==> src/rtl/video_capture_pkg.sv <==
// Shared types and constants for the video_capture raster-to-framebuffer block.
package video_capture_pkg;

    typedef enum logic [1:0] {
        SYNC   = 2'd0,
        ACTIVE = 2'd1,
        VBLANK = 2'd2
    } state_t;

    localparam int DEF_MAX_W = 256;
    localparam int DEF_MAX_H = 256;

    // Width of the internal x/y raster counters; wide enough to run past MAX_W/MAX_H.
    localparam int CNT_W = 16;

    function automatic logic [23:0] pack_rgb(input logic [7:0] r, input logic [7:0] g,
                                             input logic [7:0] b);
        return {r, g, b};
    endfunction

endpackage

==> src/rtl/vcap_geom.sv <==
// Geometry latches for video_capture: last line width and last frame height.
// Only instantiated when VIDEO_CAPTURE_GEOM_EN is defined.
module vcap_geom
    import video_capture_pkg::*;
#(
    parameter int CW = CNT_W,
    parameter int HW = 8
) (
    input  logic          clk,
    input  logic          reset,
    input  logic          ce_pix,
    input  logic          line_edge,
    input  logic          frame_edge,
    input  logic [CW-1:0] x,
    input  logic [CW-1:0] y,
    input  logic          hs,
    input  logic          vs,
    output logic [HW-1:0] line_width,
    output logic [HW-1:0] frame_height
);

    // Captured sync levels, reserved for a later polarity check.
    logic [1:0] sync_unused_q;

    always_ff @(posedge clk) begin
        if (reset) begin
            line_width    <= '0;
            frame_height  <= '0;
            sync_unused_q <= '0;
        end else if (ce_pix) begin
            sync_unused_q <= {hs, vs};
            if (line_edge) begin
                line_width <= x[HW-1:0];
            end
            // A line still holding pixels at frame end has not been counted in y yet.
            if (frame_edge) begin
                frame_height <= y[HW-1:0] + {{(HW-1){1'b0}}, |x};
            end
        end
    end

endmodule

==> src/rtl/video_capture.sv <==
// Samples the video raster on the pixel clock and emits addressed framebuffer writes.
// Optional geometry outputs are built when VIDEO_CAPTURE_GEOM_EN is defined.
module video_capture
    import video_capture_pkg::*;
#(
    parameter int MAX_W  = DEF_MAX_W,
    parameter int MAX_H  = DEF_MAX_H,
    parameter int ADDR_W = 16
) (
    input  logic              clk_4,
    input  logic              reset,
    input  logic              ce_pix,
    input  logic [7:0]        vga_r,
    input  logic [7:0]        vga_g,
    input  logic [7:0]        vga_b,
    input  logic              vga_hb,
    input  logic              vga_vb,
    input  logic              vga_hs,
    input  logic              vga_vs,
    output logic              pix_wr,
    output logic [ADDR_W-1:0] pix_addr,
    output logic [23:0]       pix_data,
    output logic              frame_done,
    output logic [15:0]       frame_count,
    output logic              clip_err,
    output logic [ADDR_W/2-1:0] line_width,
    output logic [ADDR_W/2-1:0] frame_height,
    output logic [1:0]        fsm_state
);

    localparam int XB = $clog2(MAX_W);
    localparam int YB = $clog2(MAX_H);
    localparam logic [31:0] MAX_W_L = MAX_W;
    localparam logic [31:0] MAX_H_L = MAX_H;
    localparam logic [CNT_W-1:0] LIM_X = MAX_W_L[CNT_W-1:0];
    localparam logic [CNT_W-1:0] LIM_Y = MAX_H_L[CNT_W-1:0];

    // pix_wr is a valid-only strobe: there is no ready, so every cycle with pix_wr=1
    // carries one write (pix_addr/pix_data) that the consumer must accept.

    state_t           state, state_next;
    logic             hb_d, vb_d, primed;
    logic [CNT_W-1:0] x, y;
    logic             hb_rise, vb_rise, vb_fall;
    logic             frame_end, line_end, pix_act, in_range;

    assign hb_rise   = vga_hb & ~hb_d;
    assign vb_rise   = vga_vb & ~vb_d;
    assign vb_fall   = ~vga_vb & vb_d;
    assign in_range  = (x < LIM_X) && (y < LIM_Y);
    assign fsm_state = state;

    // The vb reset value of 1 would fake a falling edge out of reset; leaving SYNC
    // therefore needs at least one real sample (primed) so a partial frame is skipped.
    always_comb begin
        state_next = state;
        frame_end  = 1'b0;
        line_end   = 1'b0;
        pix_act    = 1'b0;
        unique case (state)
            SYNC:    if (ce_pix && primed && vb_fall) state_next = ACTIVE;
            ACTIVE: begin
                if (ce_pix && vb_rise) begin
                    state_next = VBLANK;
                    frame_end  = 1'b1;
                end else if (ce_pix && hb_rise) begin
                    line_end = 1'b1;
                end
            end
            VBLANK:  if (ce_pix && vb_fall) state_next = ACTIVE;
            default: state_next = SYNC;
        endcase
        pix_act = ce_pix && !vga_hb && !vga_vb && (state_next == ACTIVE);
    end

    always_ff @(posedge clk_4) begin
        if (reset) begin
            state <= SYNC;
        end else begin
            state <= state_next;
        end
    end

    always_ff @(posedge clk_4) begin
        if (reset) begin
            hb_d        <= 1'b1;
            vb_d        <= 1'b1;
            primed      <= 1'b0;
            x           <= '0;
            y           <= '0;
            pix_wr      <= 1'b0;
            pix_addr    <= '0;
            pix_data    <= '0;
            frame_done  <= 1'b0;
            frame_count <= '0;
            clip_err    <= 1'b0;
        end else begin
            pix_wr     <= 1'b0;
            frame_done <= 1'b0;
            if (ce_pix) begin
                hb_d   <= vga_hb;
                vb_d   <= vga_vb;
                primed <= 1'b1;
                if (frame_end) begin
                    x           <= '0;
                    y           <= '0;
                    frame_done  <= 1'b1;
                    frame_count <= frame_count + 1'b1;
                end else if (line_end) begin
                    x <= '0;
                    if (y != '1) y <= y + 1'b1;
                end else if (pix_act) begin
                    if (x != '1) x <= x + 1'b1;
                    if (in_range) begin
                        pix_wr   <= 1'b1;
                        pix_addr <= {y[YB-1:0], x[XB-1:0]};
                        pix_data <= pack_rgb(vga_r, vga_g, vga_b);
                    end else begin
                        clip_err <= 1'b1;
                    end
                end
            end
        end
    end

`ifdef VIDEO_CAPTURE_GEOM_EN
    logic geom_line;
    assign geom_line = ce_pix && (state == ACTIVE) && hb_rise;

    vcap_geom #(
        .CW(CNT_W),
        .HW(ADDR_W/2)
    ) u_geom (
        .clk         (clk_4),
        .reset       (reset),
        .ce_pix      (ce_pix),
        .line_edge   (geom_line),
        .frame_edge  (frame_end),
        .x           (x),
        .y           (y),
        .hs          (vga_hs),
        .vs          (vga_vs),
        .line_width  (line_width),
        .frame_height(frame_height)
    );
`else
    logic unused_sync;
    assign unused_sync  = ^{vga_hs, vga_vs};
    assign line_width   = '0;
    assign frame_height = '0;
`endif

endmodule

==> config.mk <==
export PLATFORM = sky130hd
export DESIGN_NAME = video_capture
export DESIGN_NICKNAME = d
export VERILOG_FILES = /design/src/rtl/video_capture_pkg.sv /design/src/rtl/vcap_geom.sv /design/src/rtl/video_capture.sv
export SDC_FILE = /design/constraint.sdc
export NUM_CORES = 1
export LEC_CHECK = 0
export CAP_MARGIN = 20
export CORE_UTILIZATION = 35
export DETAILED_ROUTE_END_ITERATION = 8
export PLACE_DENSITY = 0.61
export SETUP_SLACK_MARGIN = 0.02
export SLEW_MARGIN = 20
export SYNTH_ARGS = -nofsm -noshare
export SYNTH_HDL_FRONTEND = slang
export SYNTH_HIERARCHICAL = 1
export SYNTH_SLANG_ARGS = --single-unit
==> constraint.sdc <==
create_clock -name clk_4 -period 4.2 [get_ports clk_4]
set_input_delay 0.84 -clock clk_4 [delete_from_list [all_inputs] [get_ports clk_4]]
set_output_delay 0.84 -clock clk_4 [all_outputs]
set_load 0.03 [all_outputs]
# Word-level counts from Yosys, hierarchy flattened
# Index checks and enable logic that the tools add are counted.
# classes
addsub	3
order_cmp	2
eq_ne	5
n_mux	18
bitwise_logic	11
n_reduce_logical	23
# op_table
op	n
two-way mux 16 bit	7
adder 16 x 1 -> 16 bit (second input constant)	3
less-than comparator 16 x 9 -> 1 bit (second input constant)	2
!= test 16 bit (second input constant)	2
AND reduction 5 bit	2
logical AND 1 bit	9
NOT 1 bit	8
two-way mux 1 bit	7
two-way mux 2 bit	3
one-hot mux 2 bit (3 select lines)	1
AND reduction 3 bit	2
nonzero test 3 bit	2
OR reduction 5 bit	1
equality test 2 x 1 -> 1 bit (second input constant)	2
nonzero test 2 bit	2
bitwise AND 1 bit	3
equality test 2 bit (second input constant)	1
logical NOT 1 bit	2
logical NOT 2 bit	1
AND reduction 2 bit	1
OR reduction 2 bit	1
# totals
reg_bits	96
output_inout_bits	77

# Logic depth before layout (Yosys ltp)
# Gate-level depths: netlist (run 1).
# logic_depth
word_depth	10
mapped_depth	8

# Worst setup path after synthesis (run 1)
# Ideal clock, no wire load.
# synth_timing
path_kind	input to register
start	input port ce_pix
end	register x[10]
setup_ns	0.070
arrival_time_ns	2.231
slack_ns	1.899
cell_stages	7
path_buffers	2
cell_sequence	buf_4 > nand2_1 > o21ai_4 > a211o_1 > buf_2 > or4_1 > a21oi_1
# synth_via
elab_chain_cells	8
elab_cells_between_ends	23
classes_between	eq/ne: 1; mux: 11; reduce/logical: 11
# synth_rtl
item	line	rtl
start: declaration	video_capture.sv:12	input logic ce_pix,
logical AND 1 bit (2 in series)	video_capture.sv:61	SYNC: if (ce_pix && primed && vb_fall) state_next = ACTIVE;
two-way mux 2 bit	video_capture.sv:61	
one-hot mux 2 bit (3 select lines)	video_capture.sv:60	unique case (state)
equality test 2 x 1 -> 1 bit	video_capture.sv:73	pix_act = ce_pix && !vga_hb && !vga_vb && (state_next == ACTIVE);
logical AND 1 bit	video_capture.sv:73	
nonzero test 3 bit (no source line)	-	
AND reduction 3 bit (no source line)	-	
end signal: assignment	video_capture.sv:113	if (x != '1) x <= x + 1'b1;
end: declaration	video_capture.sv:43	logic [CNT_W-1:0] x, y;
# Several ways; a longest one is shown, not always the timed one.
# A chain may end at the register's enable or synchronous reset.

# Worst setup path in the final report (run 1)
# layout_timing
start	input port ce_pix
end	register x[9]
# Same word-level chain as after synthesis.

==> summary.md, run 1 <==
| Metric | Value |
|---|---|
| Outcome | finished clean |
| Power Density | between 300 and 400 mW/mm² |
| Startpoint type of the worst setup path | primary input |
| Hold_sp | pix_data[0] |
| Final Cycle Share | 67.8% |
| Unique masters post-synth | 55 |
| Final setup TNS | 0 ns |
| Final Max Slew Viols | 0 |
| Number of cells on the worst reg-to-reg path | 6 |
| RSZ-0062 raised after global routing | false |
| Die footprint | around 0.013 mm² |
| Fillcell total | 1177 |
| Hpwl dp | 6560 µm |
| Total number of vias | 3659 |
| Overall fraction of global-route tracks in use | 15.2% |
| Fmax | approximately 0.35 GHz |
| CTS max path bufs | 2 |
| Synth Instances | 472 |
| Worst Setup End Kind | register |
| Initial drt markers | 209 |
| # IOs | 108 |
| Hold Path End | pix_data[0] |
| Critical path required time | roughly 4.5 ns |
| Gpl congestion | 0.799 |
| N_diodes | 0 |
| Vias per cell | 5.04 |
| Max_slew headroom | between 30% and 40% |
| Tightest Hold Check Type | register to register |
| Post CTS Setup Buffer Count | 0 |
| Layout net count | 587 |
| GR Overflow Total | 0 |
| Antenna Nets Post-Route | 0 |
| Hold Path Depth | 2 |
| Mapped cell area | 0.00435 mm² |
| WL/cell | 13.2 µm |
| Crit path time final | 2.85 ns |
| Root buf cell | clkbuf_16 |
| Die Width | 113 µm |
| Reg2reg start | x[10] |
| CP max FO | 32 |
| H-tree Lvls | 3 |
| Post-CTS Resized | 0 |
| CTS tree | done |
| Peak supply drop | 0.186 mV |
| Initial antenna violation count | 0 |
| Clk_lat worst skew | 0.34 ns |
| Reg2reg setup slack | 1.83 ns |
| Core area | 0.0121 mm² |
| Number of synthesized register bits | 96 |
| Number of synthesized flops with an enable pin | 0 |
| Worst-path clk slew | 0.07 ns |
| Leakage Power | 1.82 nW |
| Detailed Routing Iterations Pass 1 | 4 |
| Syn Area/Cell | 9.21 µm² |
| Max cap viols | 0 |
| Residual DRC count | 0 |
| Top FF cell, synth | dfxtp_1 |
| Worst R2R End | pix_addr[6] |
| Vias in the first global route | 3343 |
| Crit path from | ce_pix |
| Slew @ Worst Pin | 0.940 ns |
| FFs w/ async S/R, synth | 0% |
| Total CTS buffers | 9 |
| Critical path arrival | 3.11 ns |
| Register Area | roughly 0.0019 mm² |
| CTS Hold Bufs | 0 |
| Tot Pwr | 1.86 mW |
| Row Count | 40 |
| Die extent in y | 113 µm |
| Post-synthesis sequential area ratio | about 44% |
| Hold slack | between 0.4 and 0.5 ns |
| Layout area overhead | 28.1% |
| Clock skew | 0.00829 ns |
| Clk sink count | 96 |
| Buffers on Ports | between 80 and 90 |
| Fin. Hold Viols | 0 |
| Total Wirelength | 9590 µm |
| Cells after DPL | 710 |
| Initial Util | 36.1% |
| First-pass GRT wire length | 15800 µm |
| Share of layout cells above drive strength 1 | 6.09% |
| Multi-input logic area | roughly 0.0022 mm² |
| Largest net degree at the start of global routing | 70 |
| Final setup viols | 0 |
| Synth warnings | 6 |
| Setup CP Type | primary input to register |
| Non-Filler Instances | 726 |
## metal layers
metal,up-vias,GRT usage (%),routed length (µm)
met3,12,2.55,401
met4,0,6.23,140
met5,-,0,0
met1,1736,19.9,4530
li1,1818,-,-
met2,93,24.9,4510
## cells in the mapped netlist, types with 3 or more instances
library cell,instances,area share [%]
a21oi_1,23,2.6
buf_4,17,2.9
or3_1,5,0.72
xor2_1,13,2.6
or4_1,12,2.1
nand2_1,25,2.2
buf_6,5,1.3
o31ai_1,10,1.7
nand4b_1,3,0.60
clkbuf_1,12,1.0
mux2i_1,40,9.2
o21ai_0,5,0.58
nor3_1,7,0.81
xnor2_1,12,2.4
a31oi_1,3,0.43
and4_1,3,0.60
inv_1,8,0.69
and3_1,6,0.86
nand3_1,18,2.1
nor2_1,80,6.9
nor4_1,6,0.86
a211oi_1,4,0.69
o211ai_1,5,0.86
dfxtp_1,96,44
nand2b_1,4,0.58
ha_1,3,0.86
nand4_1,12,1.7
## cells by family after synthesis
| logic type | share of synthesized area [%] |
|---|---|
| xor+xnor | 5.03 |
| mux | 9.21 |
| flops | 44.2 |
| compound gates | 10.4 |
| buf+inv | 6.93 |
| simple gates | 23.3 |
| other cells | 0.0862 |
| fa+ha+maj | 0.863 |
## worst max path at each step
| stage | endpoint | slack [ns] |
|---|---|---|
| floorplan | x[10] | 1.90 |
| global placement | frame_count[15] | 1.08 |
| detailed placement | x[15] | 1.03 |
| CTS | x[15] | 1.36 |
| global route | x[9] | 1.21 |
| finish | x[9] | 1.35 |
## through the flow
step	setup WS, ns	util (%)	cell area, µm²
after floorplan	1.90	-	4410
after global placement	1.08	43.7	5270
after detailed placement	1.03	43.7	5270
after CTS	1.36	46.2	5570
after global routing	1.21	46.2	5570
final	1.35	46.2	5570
## worst max-delay path: stages
cell and delay [ns]:
clkdlybuf4s50_1 0.62, nand2b_1 0.21, a211o_1 0.65, or4_1 0.62, a21oi_1 0.16
## placed cells by master (no fill, tap or decap), types with 2 or more instances in the layout
| cell type | synthesis | layout |
|---|---|---|
| dfxtp_1 | 96 | 96 |
| clkdlybuf4s50_1 | 0 | 88 |
| nor2_1 | 80 | 80 |
| mux2i_1 | 40 | 40 |
| nand2_1 | 25 | 25 |
| a21oi_1 | 23 | 23 |
| nand3_1 | 18 | 18 |
| conb_1 | 1 | 16 |
| xor2_1 | 13 | 13 |
| nand4_1 | 12 | 12 |
| or4_1 | 12 | 12 |
| xnor2_1 | 12 | 12 |
| o31ai_1 | 10 | 10 |
| clkbuf_16 | 0 | 9 |
| inv_1 | 8 | 8 |
| nor3_1 | 7 | 7 |
| and3_1 | 6 | 6 |
| nor4_1 | 6 | 5 |
| o21ai_0 | 5 | 5 |
| or3_1 | 5 | 5 |
| o211ai_1 | 5 | 5 |
| buf_4 | 17 | 5 |
| nand2b_1 | 4 | 4 |
| a211oi_1 | 4 | 4 |
| nor4_2 | 2 | 3 |
| nand4b_1 | 3 | 3 |
| and4_1 | 3 | 3 |
| a31oi_1 | 3 | 3 |
| ha_1 | 3 | 3 |
| and3b_1 | 2 | 2 |
| a211o_1 | 2 | 2 |
| and2_1 | 2 | 2 |
| o2111ai_1 | 2 | 2 |
| a2111oi_0 | 2 | 2 |
| clkinv_2 | 0 | 2 |
## state kept, by name, summed over array words and instances (netlist names)
name	count
frame_count	16
frame_done	1
hb_d	1
y	16
pix_addr	16
pix_data	24
vb_d	1
clip_err	1
pix_wr	1
fsm_state	2
primed	1
x	16
## area by class of cell
class	instances	area share, %
multi-input cells	344	39.3
flip-flops and latches	96	34.5
repair buffers	94	16.6
clock buffers	11	4.36
well taps	168	3.77
clock inverters	5	1.01
inverters	8	0.539
## where the power goes
group | switching, mW | internal (mW)
Clock | 0.348 | 0.477
Combinational | 0.0694 | 0.0461
Sequential | 0.00685 | 0.917
Total | 0.424 | 1.44
(Power assumes the default switching activity.)
==> inputs of run 2 (changes only) <==
PLACE_DENSITY = 0.63   (was 0.61)
clock period = 2.5 ns   (was 4.2 ns; I/O delays follow)
==> run 2 against run 1 <==
Effect of this change:
- sequential cell count stayed put
- die area stayed put
- clock power is 70% higher
- setup slack worse by 1.1 ns
- critical path type is now register to register
- largest cell class unchanged
- largest power group unchanged
- highest routed layer unchanged
==> summary.md, run 2 (same netlist as run 1, synthesis figures left out) <==
| Metric | Value |
|---|---|
| Outcome | finished clean (unchanged) |
| Share of layout cells above drive strength 1 | 9.04% (was 6.09%) |
| Startpoint type of the worst setup path | register (was primary input) |
| Max_slew headroom | 63.8% (was 36.7%) |
| Vias in the first global route | 3456 (was 3343) |
| Tot Pwr | 3.15 mW (was 1.86 mW) |
| GR Overflow Total | 0 (unchanged) |
| Die footprint | 0.0129 mm² (unchanged) |
| Most common cell after layout, fill and taps aside | dfxtp_1 (unchanged) |
| Initial drt markers | 200 (was 209) |
| CTS tree | done (unchanged) |
| Final Cycle Share | 90.9% |
| Most flops, register | pix_data (unchanged) |
| Non-Filler Instances | 743 (was 726) |
| Worst-path clk slew | 0.07 ns (about the same) |
| Reg2reg start | y[8] (was x[10]) |
| Gpl congestion | 0.813 (was 0.799) |
| Peak supply drop | 0.489 mV (was 0.186 mV) |
| Clk sink count | 96 (unchanged) |
| WL/cell | 12.9 µm (was 13.2 µm) |
| Hold Path Depth | 2 (unchanged) |
| H-tree Lvls | 3 (unchanged) |
| Largest net degree at the start of global routing | 43 (was 70) |
| Initial Util | 36.1% (unchanged) |
| Antenna Nets Post-Route | 0 (unchanged) |
| Critical path arrival | 2.50 ns (was 3.11 ns) |
| Clock share of power | 44.3% (was 44.2%) |
| Hold Path End | clip_err (was pix_data[0]) |
| Seq pwr share | 49.3% (was 49.6%) |
| Overall fraction of global-route tracks in use | 15.4% (was 15.2%) |
| Number of cells on the worst reg-to-reg path | 6 (unchanged) |
| Post-CTS Resized | 0 (unchanged) |
| Tightest Hold Check Type | register to register (unchanged) |
| Fin. Hold Viols | 0 (unchanged) |
| Die extent in y | 113 µm (unchanged) |
| Pint | 2.43 mW (was 1.44 mW) |
| Fillcell total | 1160 (was 1177) |
| # IOs | 108 (unchanged) |
| Layout area overhead | 31.5% (was 28.1%) |
| Hold_sp | clip_err (was pix_data[0]) |
| Root buf cell | clkbuf_16 (unchanged) |
| Initial antenna violation count | 0 (unchanged) |
| CP max FO | 24 (was 32) |
| Clock skew | 0.00955 ns (was 0.00829 ns) |
| Buffers on Ports | 89 (unchanged) |
| Critical path required time | 2.73 ns (was 4.46 ns) |
| Switching pwr | 719 µW (was 424 µW) |
| Post CTS Setup Buffer Count | 0 (unchanged) |
| Final setup viols | 0 (unchanged) |
| Cells after DPL | 727 (was 710) |
| Worst Setup End Kind | register (unchanged) |
| Final Max Slew Viols | 0 (unchanged) |
| Slew @ Worst Pin | 0.530 ns (was 0.940 ns) |
| N_diodes | 0 (unchanged) |
| Max cap viols | 0 (unchanged) |
| CTS Hold Bufs | 0 (unchanged) |
| Power Density | 551 mW/mm² (was 335 mW/mm²) |
| Detailed Routing Iterations Pass 1 | 4 (unchanged) |
| Leakage Power | 1.91 nW (was 1.82 nW) |
| Total CTS buffers | 9 (unchanged) |
| RSZ-0062 raised after global routing | false (unchanged) |
| Vias per cell | 4.92 (was 5.04) |
| Fmax | 0.440 GHz |
| CTS max path bufs | 2 (unchanged) |
| Core area | 0.0121 mm² (unchanged) |
| Setup CP Type | register to register (was primary input to register) |
| Clk_lat worst skew | 0.34 ns (about the same) |
| Fin util | 47.4% (was 46.2%) |
| Total Wirelength | 9620 µm (was 9590 µm) |
| Die Width | 113 µm (unchanged) |
| Hpwl dp | 6870 µm (was 6560 µm) |
| Post-Place Cell Area | 0.00541 mm² (was 0.00527 mm²) |
| Most frequent cells in the layout | dfxtp_1 (96), clkdlybuf4s50_1 (88), nor2_1 (80), mux2i_1 (40), nand2_1 (25) (unchanged) |
| Crit path time final | roughly 2.3 ns |
| Design Area, Final | 0.00572 mm² (was 0.00557 mm²) |
| Sw Ratio | 22.8% (was 22.7%) |
| Row Count | 40 (unchanged) |
| Worst R2R End | pix_data[18] (was pix_addr[6]) |
| Layout net count | 604 (was 587) |
| Combinational Power Share | 6.5% (was 6.2%) |
| First-pass GRT wire length | 15900 µm (was 15800 µm) |
| Final setup TNS | 0 ns (unchanged) |
| Total number of vias | 3652 (was 3659) |
| Residual DRC count | 0 (unchanged) |
| Max reg flops | 24 (unchanged) |
| Reg2reg setup slack | 0.23 ns (was 1.83 ns) |
## run 2: cell count changes in the layout (fill, tap and decap cells not counted)
cell      delta
inv_6        +2
buf_12       +1
clkinv_4     -1
buf_4       +16
clkbuf_1     -1
## run 2: final cells by class
type | instances | area, µm² | area share, %
Tap cell | 168 | 210 | 3.68
Clock buffer | 10 | 239 | 4.18
Multi-Input combinational cell | 344 | 2190 | 38.3
Clock inverter | 6 | 65.1 | 1.14
Sequential cell | 96 | 1920 | 33.6
Inverter | 8 | 30.0 | 0.525
Timing Repair Buffer | 111 | 1060 | 18.6
## run 2: worst max-delay path: stages, from the launching register on
cell,delay [ns]
dfxtp_1,0.35
nor4_1,0.41
nand4_2,0.26
a2111oi_4,0.39
buf_4,0.44
mux2i_1,0.25
nor2_1,0.05
## run 2: worst max-delay path by stage
stage                      start      endpoint  slack (ns)  depth (start not counted)
CTS                         y[8]  pix_data[10]        0.21                          6
detailed placement        ce_pix         x[11]        0.03                          7
global placement          ce_pix  pix_data[10]        0.07                          7
finish                      y[8]  pix_data[18]        0.23                          6
global route                x[9]   pix_addr[2]        0.03                          6
floorplan           fsm_state[0]         x[10]        0.47                          6
## run 2: per-layer routing
| layer | share of wire (%) | up-vias | wire length (µm) | track usage [%] |
|---|---|---|---|---|
| li1 | - | 1847 | - | - |
| met1 | 45 | 1704 | 4300 | 17.8 |
| met2 | 49 | 96 | 4690 | 26.8 |
| met3 | 6.0 | 5 | 575 | 5.47 |
| met4 | 0.53 | 0 | 51 | 4.30 |
| met5 | 0 | - | 0 | 0 |
## run 2: power by group through the flow
stage	clock [mW]	sequential, mW	combinational, mW
2_1_floorplan	0	1.60	0.133
3_3_place_gp	0	1.59	0.202
3_5_place_dp	0	1.59	0.204
4_1_cts	1.44	1.55	0.205
5_1_grt	1.50	1.55	0.219
6_report	1.40	1.55	0.203
## run 2: per-stage QoR
stage / hold slack [ns] / setup slack [ns]
after floorplan: 0.465 / 0.471
after global placement: 0.466 / 0.0715
after detailed placement: 0.468 / 0.0348
after CTS: 0.480 / 0.211
after global routing: 0.491 / 0.0294
final: 0.468 / 0.229
==> inputs of run 3 (changes only) <==
PLACE_DENSITY = 0.61   (was 0.63)
clock period = 2.8 ns   (was 2.5 ns; I/O delays follow)
==> run 3 against run 2 <==
Effect of this change:
- count of clock-buffer cells in the layout grew 2
- via count fell by 0.27%
- first-iteration DRC count fell by 28%
- sequential cell count stayed put
- critical endpoint is now pix_data[1]
- cell area decreased by 0.44%
- routed wire length rose by 1.7%
- global-route usage increased by 0.38 points
- hold slack improved by 0.011 ns
- die area unchanged
- critical path depth unchanged
- sequential power shrank 10%
- cell count shrank 0.27%
==> summary.md, run 3 (same netlist as run 1, synthesis figures left out) <==
| Metric | Value |
|---|---|
| Most common cell after layout, fill and taps aside | dfxtp_1 (unchanged) |
| Residual DRC count | 0 (unchanged) |
| # IOs | 108 (unchanged) |
| First-pass GRT wire length | 16200 µm (was 15900 µm) |
| Vias per cell | 4.91 (was 4.92) |
| Total CTS buffers | 9 (unchanged) |
| Critical-path cell list | nor4_1 -> nand4_2 -> a2111oi_4 -> buf_4 -> mux2i_1 -> nor2_1 (unchanged) |
| Tightest Hold Check Type | register to register (unchanged) |
| Critical path's slowest cell | a2111oi_4 (was buf_4) |
| Post-CTS Resized | 0 (unchanged) |
| Row Count | 40 (unchanged) |
| Clock skew | 0.00751 ns (was 0.00955 ns) |
| Largest net degree at the start of global routing | 33 (was 43) |
| Overall fraction of global-route tracks in use | 15.8% (was 15.4%) |
| Combinational Power Share | 6.6% (was 6.5%) |
| Critical path required time | 3.02 ns (was 2.73 ns) |
| Tot Pwr | 2.75 mW (was 3.15 mW) |
| Crit path time final | 2.27 ns (about the same) |
| Hold slack | 0.479 ns (was 0.468 ns) |
| Worst Setup End Kind | register (unchanged) |
| Total number of vias | 3642 (was 3652) |
| CTS Hold Bufs | 0 (unchanged) |
| Final Cycle Share | 81.1% (was 90.9%) |
| Antenna Nets Post-Route | 0 (unchanged) |
| WL/cell | 13.2 µm (was 12.9 µm) |
| GR Overflow Total | 0 (unchanged) |
| Buffers on Ports | 89 (unchanged) |
| Fmax | 0.441 GHz (was 0.440 GHz) |
| RSZ-0062 raised after global routing | false (unchanged) |
| Peak supply drop | 0.204 mV (was 0.489 mV) |
| Leakage Power | 1.90 nW (was 1.91 nW) |
| Final setup TNS | 0 ns (unchanged) |
| Layout area overhead | 30.9% (was 31.5%) |
| Most flops, register | pix_data (unchanged) |
| CTS max path bufs | 2 (unchanged) |
| Layout net count | 602 (was 604) |
| Setup CP Type | register to register (unchanged) |
| Detailed Routing Iterations Pass 1 | 4 (unchanged) |
| Total Wirelength | 9770 µm (was 9620 µm) |
| CP peak stage delay | 0.47 ns (was 0.44 ns) |
| CP max FO | 16 (was 24) |
| Core area | 0.0121 mm² (unchanged) |
| Slew @ Worst Pin | 0.611 ns (was 0.530 ns) |
| H-tree Lvls | 3 (unchanged) |
| Pint | 2.14 mW (was 2.43 mW) |
| Outcome | finished clean (unchanged) |
| Power Density | 484 mW/mm² (was 551 mW/mm²) |
| Critical path arrival | 2.49 ns (was 2.50 ns) |
| Worst-path clk slew | 0.07 ns (about the same) |
| Seq pwr share | 50.4% (was 49.3%) |
| Most frequent cells in the layout | dfxtp_1 (96), clkdlybuf4s50_1 (88), nor2_1 (80), mux2i_1 (40), nand2_1 (25) (unchanged) |
| Sw Ratio | 22.2% (was 22.8%) |
| Fin. Hold Viols | 0 (unchanged) |
| Post CTS Setup Buffer Count | 0 (unchanged) |
| Vias in the first global route | 3352 (was 3456) |
| CTS tree | done (unchanged) |
| Final Max Slew Viols | 0 (unchanged) |
| Die Width | 113 µm (unchanged) |
| Die footprint | 0.0129 mm² (unchanged) |
| N_diodes | 0 (unchanged) |
| Initial Util | 36.1% (unchanged) |
| Share of layout cells above drive strength 1 | 8.20% (was 9.04%) |
| Initial antenna violation count | 0 (unchanged) |
| Clk_lat worst skew | 0.34 ns (about the same) |
| Root buf cell | clkbuf_16 (unchanged) |
| Max reg flops | 24 (unchanged) |
| Clock share of power | 43.0% (was 44.3%) |
| Max_slew headroom | 58.9% (was 63.8%) |
| Max cap viols | 0 (unchanged) |
| Final setup viols | 0 (unchanged) |
| Clk sink count | 96 (unchanged) |
| Startpoint type of the worst setup path | register (unchanged) |
| Switching pwr | 611 µW (was 719 µW) |
| Die extent in y | 113 µm (unchanged) |
| Initial drt markers | 144 (was 200) |
| Gpl congestion | 0.784 (was 0.813) |
| Hpwl dp | 7000 µm (was 6870 µm) |
run 3: changes by cell type in the layout (fill, tap and decap cells not counted), sizes merged:
cell and change:
clkinv +1, clkbuf +2, clkinvlp -1, inv -2, buf -2
run 3: path summary, 6_finish.rpt:
kind,slack (ns),end,from,cells after the start
max,0.53,pix_data[1],y[8],6
min,0.48,clip_err,clip_err,2
max reg2reg,0.53,pix_data[1],y[8],6
min reg2reg,0.48,clip_err,clip_err,2
run 3: power by group through the flow:
stage | Sequential (mW) | Clock [mW] | Combinational, mW
2_1_floorplan | 1.43 | 0 | 0.118
3_3_place_gp | 1.42 | 0 | 0.181
3_5_place_dp | 1.42 | 0 | 0.183
4_1_cts | 1.39 | 1.22 | 0.184
5_1_grt | 1.39 | 1.28 | 0.196
6_report | 1.39 | 1.18 | 0.183
run 3: per-stage QoR:
stage               utilization [%]  cell area, µm²  setup WS [ns]  cells
floorplan                         -            4410          0.771    487
global placement               44.9            5410          0.253    725
detailed placement             44.9            5410          0.211    725
CTS                            47.2            5690          0.497    741
global route                   47.2            5690          0.309    741
finish                         47.2            5690          0.531    741
run 3: area by class of cell:
| class | instances | area (µm²) |
|---|---|---|
| multi-input combinational | 344 | 2190 |
| timing repair buffer | 109 | 1060 |
| tap | 168 | 210 |
| fill | 1171 | 6370 |
| clock inverter | 4 | 45.0 |
| sequential | 96 | 1920 |
| inverter | 8 | 30.0 |
| clock buffer | 12 | 236 |
run 3: per-layer routing:
layer  vias to the layer above  share of wire (%)  track usage, %
met5                         -                  0               0
met4                         0                1.6            6.93
met3                        11                3.7            3.24
met2                        71                 48            26.3
met1                      1708                 47            19.7
li1                       1852                  -               -
run 3: critical path: cells and delay by family (launching register included):
family,cells,cell delay (ns)
buffers and inverters,1,0.36
AND/OR/NAND/NOR,3,0.72
AO/OA/AOI/OAI,1,0.47
flip-flops,1,0.36
multiplexers,1,0.23
